==> src/rtl/regfile_wb_arbiter.sv <==
// Round-robin arbiter sharing one register-file write port among NUM_REQ writeback sources,
// with a registered write stage and a busy scoreboard. Define REGFILE_WB_FWD_EN for write forwarding.
module regfile_wb_arbiter #(
  parameter int NUM_REQ = 3,
  parameter int DATA_W  = 32,
  parameter int ADDR_W  = 5
) (
  input  logic                      clk,
  input  logic                      reset,
  input  logic [NUM_REQ-1:0]        req_valid,
  input  logic [NUM_REQ*ADDR_W-1:0] req_rd,
  input  logic [NUM_REQ*DATA_W-1:0] req_data,
  output logic [NUM_REQ-1:0]        req_ready,
  output logic                      rf_we,
  output logic [ADDR_W-1:0]         rf_rd,
  output logic [DATA_W-1:0]         rf_wdata,
  input  logic                      rsv_valid,
  input  logic [ADDR_W-1:0]         rsv_rd,
`ifdef REGFILE_WB_FWD_EN
  input  logic [ADDR_W-1:0]         fwd_rs1,
  input  logic [ADDR_W-1:0]         fwd_rs2,
  output logic                      fwd1_hit,
  output logic [DATA_W-1:0]         fwd1_data,
  output logic                      fwd2_hit,
  output logic [DATA_W-1:0]         fwd2_data,
`endif
  output logic [(2**ADDR_W)-1:0]    busy_mask,
  output logic [2:0]                grant_id
);

  logic [2:0]              ptr_q, ptr_d;
  logic                    we_q, we_d;
  logic [ADDR_W-1:0]       rd_q, rd_d;
  logic [DATA_W-1:0]       wdata_q, wdata_d;
  logic [(2**ADDR_W)-1:0]  busy_q, busy_d;
  logic [NUM_REQ-1:0]      grant_s;
  logic [2:0]              gid_s;
  logic                    any_s;
  logic [3:0]              base_s;
  logic [ADDR_W-1:0]       sel_rd_s;
  logic [DATA_W-1:0]       sel_data_s;

  assign base_s = {1'b0, ptr_q};

  // Round-robin pick: scan distances N..1 from the pointer so the nearest valid requester wins.
  always_comb begin
    grant_s = '0;
    gid_s   = 3'd0;
    for (int k = NUM_REQ; k >= 1; k--) begin
      for (int i = 0; i < NUM_REQ; i++) begin
        grant_s = (req_valid[i] && (((base_s + 4'(k)) == 4'(i)) || ((base_s + 4'(k)) == 4'(i + NUM_REQ))))
                  ? (NUM_REQ'(1'b1) << i) : grant_s;
        gid_s   = (req_valid[i] && (((base_s + 4'(k)) == 4'(i)) || ((base_s + 4'(k)) == 4'(i + NUM_REQ))))
                  ? 3'(i) : gid_s;
      end
    end
  end

  // One-hot AND-OR mux of the winner's destination and data.
  always_comb begin
    sel_rd_s   = '0;
    sel_data_s = '0;
    for (int i = 0; i < NUM_REQ; i++) begin
      sel_rd_s   = sel_rd_s   | (grant_s[i] ? req_rd[i*ADDR_W +: ADDR_W]   : {ADDR_W{1'b0}});
      sel_data_s = sel_data_s | (grant_s[i] ? req_data[i*DATA_W +: DATA_W] : {DATA_W{1'b0}});
    end
  end

  // Next state: retiring write clears its busy bit first so a same-edge reservation wins.
  always_comb begin
    any_s   = |grant_s;
    ptr_d   = any_s ? gid_s : ptr_q;
    we_d    = any_s && (sel_rd_s != {ADDR_W{1'b0}});
    rd_d    = any_s ? sel_rd_s : rd_q;
    wdata_d = any_s ? sel_data_s : wdata_q;
    busy_d  = busy_q;
    busy_d[rd_q]   = busy_q[rd_q] & ~we_q;
    busy_d[rsv_rd] = busy_d[rsv_rd] | (rsv_valid & (rsv_rd != {ADDR_W{1'b0}}));
    busy_d[0]      = 1'b0;
  end

  // State registers; pointer resets to the last requester so requester 0 leads.
  always_ff @(posedge clk or posedge reset) begin
    if (reset) begin
      ptr_q   <= 3'(NUM_REQ - 1);
      we_q    <= 1'b0;
      rd_q    <= '0;
      wdata_q <= '0;
      busy_q  <= '0;
    end else begin
      ptr_q   <= ptr_d;
      we_q    <= we_d;
      rd_q    <= rd_d;
      wdata_q <= wdata_d;
      busy_q  <= busy_d;
    end
  end

  assign req_ready = grant_s;
  assign grant_id  = gid_s;
  assign rf_we     = we_q;
  assign rf_rd     = rd_q;
  assign rf_wdata  = wdata_q;
  assign busy_mask = busy_q;

`ifdef REGFILE_WB_FWD_EN
  assign fwd1_hit  = we_q & (rd_q == fwd_rs1) & (fwd_rs1 != {ADDR_W{1'b0}});
  assign fwd1_data = fwd1_hit ? wdata_q : {DATA_W{1'b0}};
  assign fwd2_hit  = we_q & (rd_q == fwd_rs2) & (fwd_rs2 != {ADDR_W{1'b0}});
  assign fwd2_data = fwd2_hit ? wdata_q : {DATA_W{1'b0}};
`endif

endmodule

==> config.mk <==
export PLATFORM = sky130hd
export DESIGN_NAME = regfile_wb_arbiter
export DESIGN_NICKNAME = d
export VERILOG_FILES = /design/src/rtl/regfile_wb_arbiter.sv
export SDC_FILE = /design/constraint.sdc
export NUM_CORES = 1
export LEC_CHECK = 0
export CORE_MARGIN = 3
export CORE_UTILIZATION = 45
export CTS_BUF_LIST = sky130_fd_sc_hd__clkbuf_4 sky130_fd_sc_hd__clkbuf_8
export DETAILED_ROUTE_END_ITERATION = 7
export PLACE_DENSITY = 0.84
export SLEW_MARGIN = 20
export SYNTH_ARGS = -nofsm -noshare
export SYNTH_HDL_FRONTEND = slang
export SYNTH_SLANG_ARGS = --single-unit
==> constraint.sdc <==
create_clock -name clk -period 3.8 [get_ports clk]
set_input_delay 0.95 -clock clk [delete_from_list [all_inputs] [get_ports clk]]
set_output_delay 0.95 -clock clk [all_outputs]
set_load 0.02 [all_outputs]
# Word level (Yosys, flattened, before mapping)
# Index checks and enable logic that the tools add are counted.
dict set report totals {
  reg_bits 72
  inputBits 122
  out_inout_bits 76
  ramBits 0
  rom_bits 0
  mem_count 0
  wordCells 95
  latchBits 0
}
dict set report op_classes {
  n_mul 0
  n_lt_le_gt_ge 4
  n_mux 33
  n_shift 0
  n_reduce_logical 27
  bitwise_logic 8
  eq_ne 15
  n_addsub 3
  div 0
}
# operator count
set ops {}
lappend ops {{$mux 32} 3}
lappend ops {{$bwmux 32} 2}
lappend ops {{$or 32x32->32} 2}
lappend ops {{$eq 4x2->1 const B} 6}
lappend ops {{$eq 4x3->1 const B} 6}
lappend ops {{$mux 3} 7}
lappend ops {{$mux 2} 8}
lappend ops {{$mux 5} 3}
lappend ops {{$eq 4x1->1 const B} 3}
lappend ops {{$logic_and 1x1->1} 12}
lappend ops {{$logic_not 4->1} 3}
lappend ops {{$lt 5x6->1 const B} 2}
lappend ops {{$bmux 1 s5} 2}
lappend ops {{$demux 1 s5} 2}
lappend ops {{$ge 5x1->1 const B} 2}
lappend ops {{$or 5x5->5} 2}
lappend ops {{$reduce_bool 5->1} 2}
lappend ops {{$logic_or 1x1->1} 9}
lappend ops {{$add 3x2->4 const B} 2}
lappend ops {{$mux 1} 6}
lappend ops {{$add 3x1->4 const B} 1}
lappend ops {{$reduce_or 3->1} 1}
lappend ops {{$and 1x1->1} 2}
lappend ops {{$not 1->1} 1}
lappend ops {{$or 1x1->1} 1}

# Logic depth before layout (Yosys ltp)
dict set report depth {
  ltp_word 18
  depth_mapped 11
  depth_no_buf 8
}

# Worst setup path after synthesis
# Ideal clock, no wire load.
dict set report synth_path {
  path_type {register to output}
  from {register ptr_q[1]}
  to {output port req_ready[2]}
  path_buffers 3
  t_required_ps 2850
  setup_slack_ps 531
  arrival_time_ps 2319
  stages_incl_launch_ff 9
  path_cell_list {dfstp_2 > inv_1 > ha_1 > nor2b_1 > a211oi_1 > o21a_1 > clkbuf_1 > buf_1 > buf_4}
}
dict set report synth_between {
  elab_chain_len 11
  elab_cells_between_ends 38
  classes_between {add/sub: 3; eq/ne: 12; mux: 7; reduce/logical: 16}
}
# element line_no
set synth_lines {}
lappend synth_lines {{start, declared} 31} ;# logic [2:0] ptr_q, ptr_d;
lappend synth_lines {{start signal, assigned} 85} ;# ptr_q <= 3'(NUM_REQ - 1);
lappend synth_lines {{start signal, assigned} 91} ;# ptr_q <= ptr_d;
lappend synth_lines {{$add 3x2->4} 51} ;# grant_s = (req_valid[i] && (((base_s + 4'(k)) == 4'(i)) || ((base_s + 4'(k)) == 4'(i + NUM_REQ))))
lappend synth_lines {{$eq 4x2->1 / $eq 4x3->1 (equally long branches)} 51}
lappend synth_lines {{$logic_or 1x1->1} 51}
lappend synth_lines {{$logic_and 1x1->1} 51}
lappend synth_lines {{$mux 3 (6 in a row)} 52} ;# ? (NUM_REQ'(1'b1) << i) : grant_s;
lappend synth_lines {{$mux 3 (*)} 52}
lappend synth_lines {{end, declared} 13} ;# output logic [NUM_REQ-1:0] req_ready,
# Every way passes the cells marked *; elsewhere a longest branch is shown, timed or not.

# Final worst setup path
dict set report layout_path {
  from {input port req_valid[0]}
  to {output port req_ready[0]}
}
dict set report layout_between {
  elab_chain_len 10
  elab_cells_between_ends 12
  classes_between {mux: 9; reduce/logical: 3}
}
# element line_no
set layout_lines {}
lappend layout_lines {{start, declared} 10} ;# input logic [NUM_REQ-1:0] req_valid,
lappend layout_lines {{$logic_and 1x1->1} -}
lappend layout_lines {{$mux 1} 52}
lappend layout_lines {{$mux 2} 52}
lappend layout_lines {{$mux 3 (4 in a row)} 52}
lappend layout_lines {{$mux 3 (*) (3 in a row)} 52}
# Marks and branches as above.

==> Implementation_results.wiki <==
{| class="wikitable"
! Metric !! Value
|-
| Outcome || finished, violations left
|-
| Failing checks || design-rule violations
|-
| Fraction of synthesized cell area taken by the top area cell type || 37.3%
|-
| DRC violation total after the first TritonRoute iteration || 614
|-
| Most area-hungry cell type in the Yosys netlist || dfrtp_1
|-
| Antenna Diode Count || 0
|-
| Most common flop cell mapped by yosys || dfrtp_1
|-
| Initial Util || 47.1%
|-
| P per Cell Area || 875 nW/µm²
|-
| Post-CTS Setup Inserts || 0
|-
| Category of the critical setup timing path || input port to output pin
|-
| Latest clock arrival within the worst-skew pair || 370 ps
|-
| Hold Crit Start || rf_wdata[29]
|-
| Top layer in use || met4
|-
| Routability Congestion || 0.999
|-
| Final setup margin || 276 ps
|-
| Routed vias || 5297
|-
| Largest vdd supply drop || 472 µV
|-
| Yosys reg bits || 71
|-
| Clock Tree Root || clkbuf_8
|-
| Launching point of the worst reg2reg path || rf_rd[1]
|-
| Post-Synthesis Cells || 511
|-
| Number of remaining DRC errors || 9
|-
| Min-Delay Path Class || flop to flop
|-
| Final setup violating endpoints || 0
|-
| Required time at the endpoint of the critical path || 2850 ps
|-
| Tightest slew margin relative to the limit || 39.0%
|-
| Number of H-tree levels || 3
|-
| Share of the core filled with cells || 71.0%
|-
| Fin crit share || 92.7%
|-
| Max clock buf depth || 2
|-
| Standard-cell row count || 36
|-
| Unrepaired setup endpoints after global routing || false
|-
| Die outline height || 108 µm
|-
| Final-layout setup total negative slack || 0 ps
|-
| Area of the die || 11700 µm²
|-
| Total of hold buffers inserted after clock tree synthesis || 0
|-
| Synthesized area per cell || 9.18 µm²
|-
| Most common cell in the synthesized netlist || nand2_1
|-
| Total Routing Usage GR || 29.9%
|-
| Count of input and output buffers || 195
|-
| Peak fanout along the critical path || 3
|-
| Sequential fraction of the synthesis area || 37.9%
|-
| Post-CTS resize count || 0
|-
| Total Nets Final || 828
|-
| Post-route ant nets || 0
|-
| Highest clock rate || 284 MHz
|-
| Measured slew at the worst slew-check pin || 916 ps
|-
| Synthesis-to-layout area growth || 50.6%
|-
| Fraction of layout instances using a drive strength above 1 || 12.0%
|-
| Placed wire-length estimate || 13400 µm
|-
| Fraction of registers with async set/reset || 100%
|-
| Wire length of the first global-routing pass || 27500 µm
|-
| Min cycle time layout || 3520 ps
|-
| Final instance count without filler cells || 841
|-
| Average wire length per cell after detail routing || 20.7 µm
|-
| Clk slew on worst S/H paths || 90 ps
|-
| TritonCTS clock tree || done
|-
| Most area-consuming cells after synthesis || dfrtp_1 (37%), nand2_1 (8.8%), a222oi_1 (7.9%)
|-
| Floorplan die width || 108 µm
|-
| Data arrival time of the critical path || 2570 ps
|-
| Sum of met2 wire segment lengths after detailed routing || 8820 µm
|-
| Post-Place Cells || 825
|-
| Hold WS || 481 ps
|-
| Largest net degree at the start of global routing || 43
|-
| Netlist area before placement || 4690 µm²
|-
| M1 WL || 6270 µm
|-
| Via count of the first global-routing pass || 5230
|-
| Max-Cap Viols || 0
|-
| Leak pwr || 2.87 nW
|-
| CTS Buf Count || 9
|-
| Number of enable flip-flop cells after synthesis || 0
|-
| First drt pass iteration count || 8
|-
| Yosys warns || 0
|-
| Congestion Overflow GR || 0
|-
| Via/cell ratio || 6.30
|-
| Post-Place Worst Slack || 287 ps
|-
| Wire length on met3 || 1720 µm
|-
| Total routed wirelength || 17400 µm
|-
| Number of hold violations in the final report || 0
|-
| Synth unique cells || 76
|-
| Category of the worst setup path launch point || input port
|-
| Most used standard cells in the synthesized netlist || nand2_1 (110), dfrtp_1 (70), a222oi_1 (37)
|-
| Ports || 198
|-
| Launching instance or port of the critical path || req_valid[0]
|-
| Final max-slew violation count || 0
|-
| Core ar. || 9950 µm²
|-
| Max Clock Skew || 12.6 ps
|-
| Antenna violations before repair || 0
|-
| Nature of the critical path endpoint || output pin
|-
| Clk sink count || 71
|}
[worst paths after layout]
check,slack [ps],cells past startpoint,endpoint
max in group asynchronous,1930,3,busy_mask[12]
hold / removal,480,2,rf_wdata[29]
min in group asynchronous,1070,2,rf_wdata[6]
setup reg to reg,490,8,busy_mask[25]
hold reg to reg,480,2,rf_wdata[29]
setup / recovery,280,4,req_ready[0]
[placed cells by master (no fill, tap or decap), types with 5 or more instances in the layout]
cell type / synthesis / layout
a21oi_1: 22 / 21
a222oi_1: 37 / 37
a31oi_1: 11 / 11
and3_1: 6 / 6
buf_4: 9 / 27
clkbuf_8: 0 / 9
clkdlybuf4s50_1: 0 / 195
dfrtp_1: 70 / 70
inv_1: 7 / 6
mux2_2: 8 / 8
mux2i_1: 26 / 26
nand2_1: 110 / 110
nand2b_1: 5 / 5
nand3_1: 8 / 8
nor2_1: 29 / 29
nor2b_1: 5 / 5
nor3_1: 8 / 7
o211ai_1: 5 / 5
o21ai_0: 9 / 9
o31a_1: 5 / 5
or2_2: 5 / 5
[metal layers]
layer	GRT usage, %	vias up
met4	12.9	0
met3	6.75	55
met2	50.5	357
met5	0	-
li1	-	2335
met1	36.6	2550
[flip-flops by register name (all words and copies together) (netlist names)]
register,cells
busy_mask,31
ptr_q,2
rf_rd,5
rf_wdata,32
rf_we,1
[per-stage QoR]
stage | cell area, µm² | total power (W)
2_1_floorplan | 4700 | 0.00381
3_3_place_gp | 6840 | 0.00529
3_5_place_dp | 6840 | 0.00541
4_1_cts | 7060 | 0.00614
5_1_grt | 7060 | 0.00654
6_report | 7060 | 0.00618
[final cells by class]
type | instances | area, µm²
clock buffer | 9 | 124
clock inverter | 7 | 104
fill | 741 | 2890
inverter | 7 | 26.3
multi-input combinational | 391 | 2690
sequential | 71 | 1780
tap | 133 | 166
timing repair buffer | 223 | 2170
[logic make-up after synthesis]
group / count (synthesis) / share of synthesized area (%)
DFF: 71 / 37.9
buffers and inverters: 50 / 5.17
muxes: 37 / 8.91
adders and majority gates: 3 / 0.800
xor gates and xnor gates: 2 / 0.373
other: 1 / 0.0799
AOI/OAI and AO/OA: 147 / 26.8
and+or+nand+nor: 200 / 20.0
[worst max-delay path, stage by stage]
cell and delay [ps]:
clkdlybuf4s50_1 510, o311ai_0 260, a21oi_4 210, clkdlybuf4s50_1 640
[where the power goes]
part           switching (W)  internal (W)  leakage [nW]
sequential          0.000448       0.00115         0.838
combinational        0.00215       0.00171          1.93
clock               0.000340      0.000379         0.108
No activity file was read; power rests on OpenSTA's default activity.
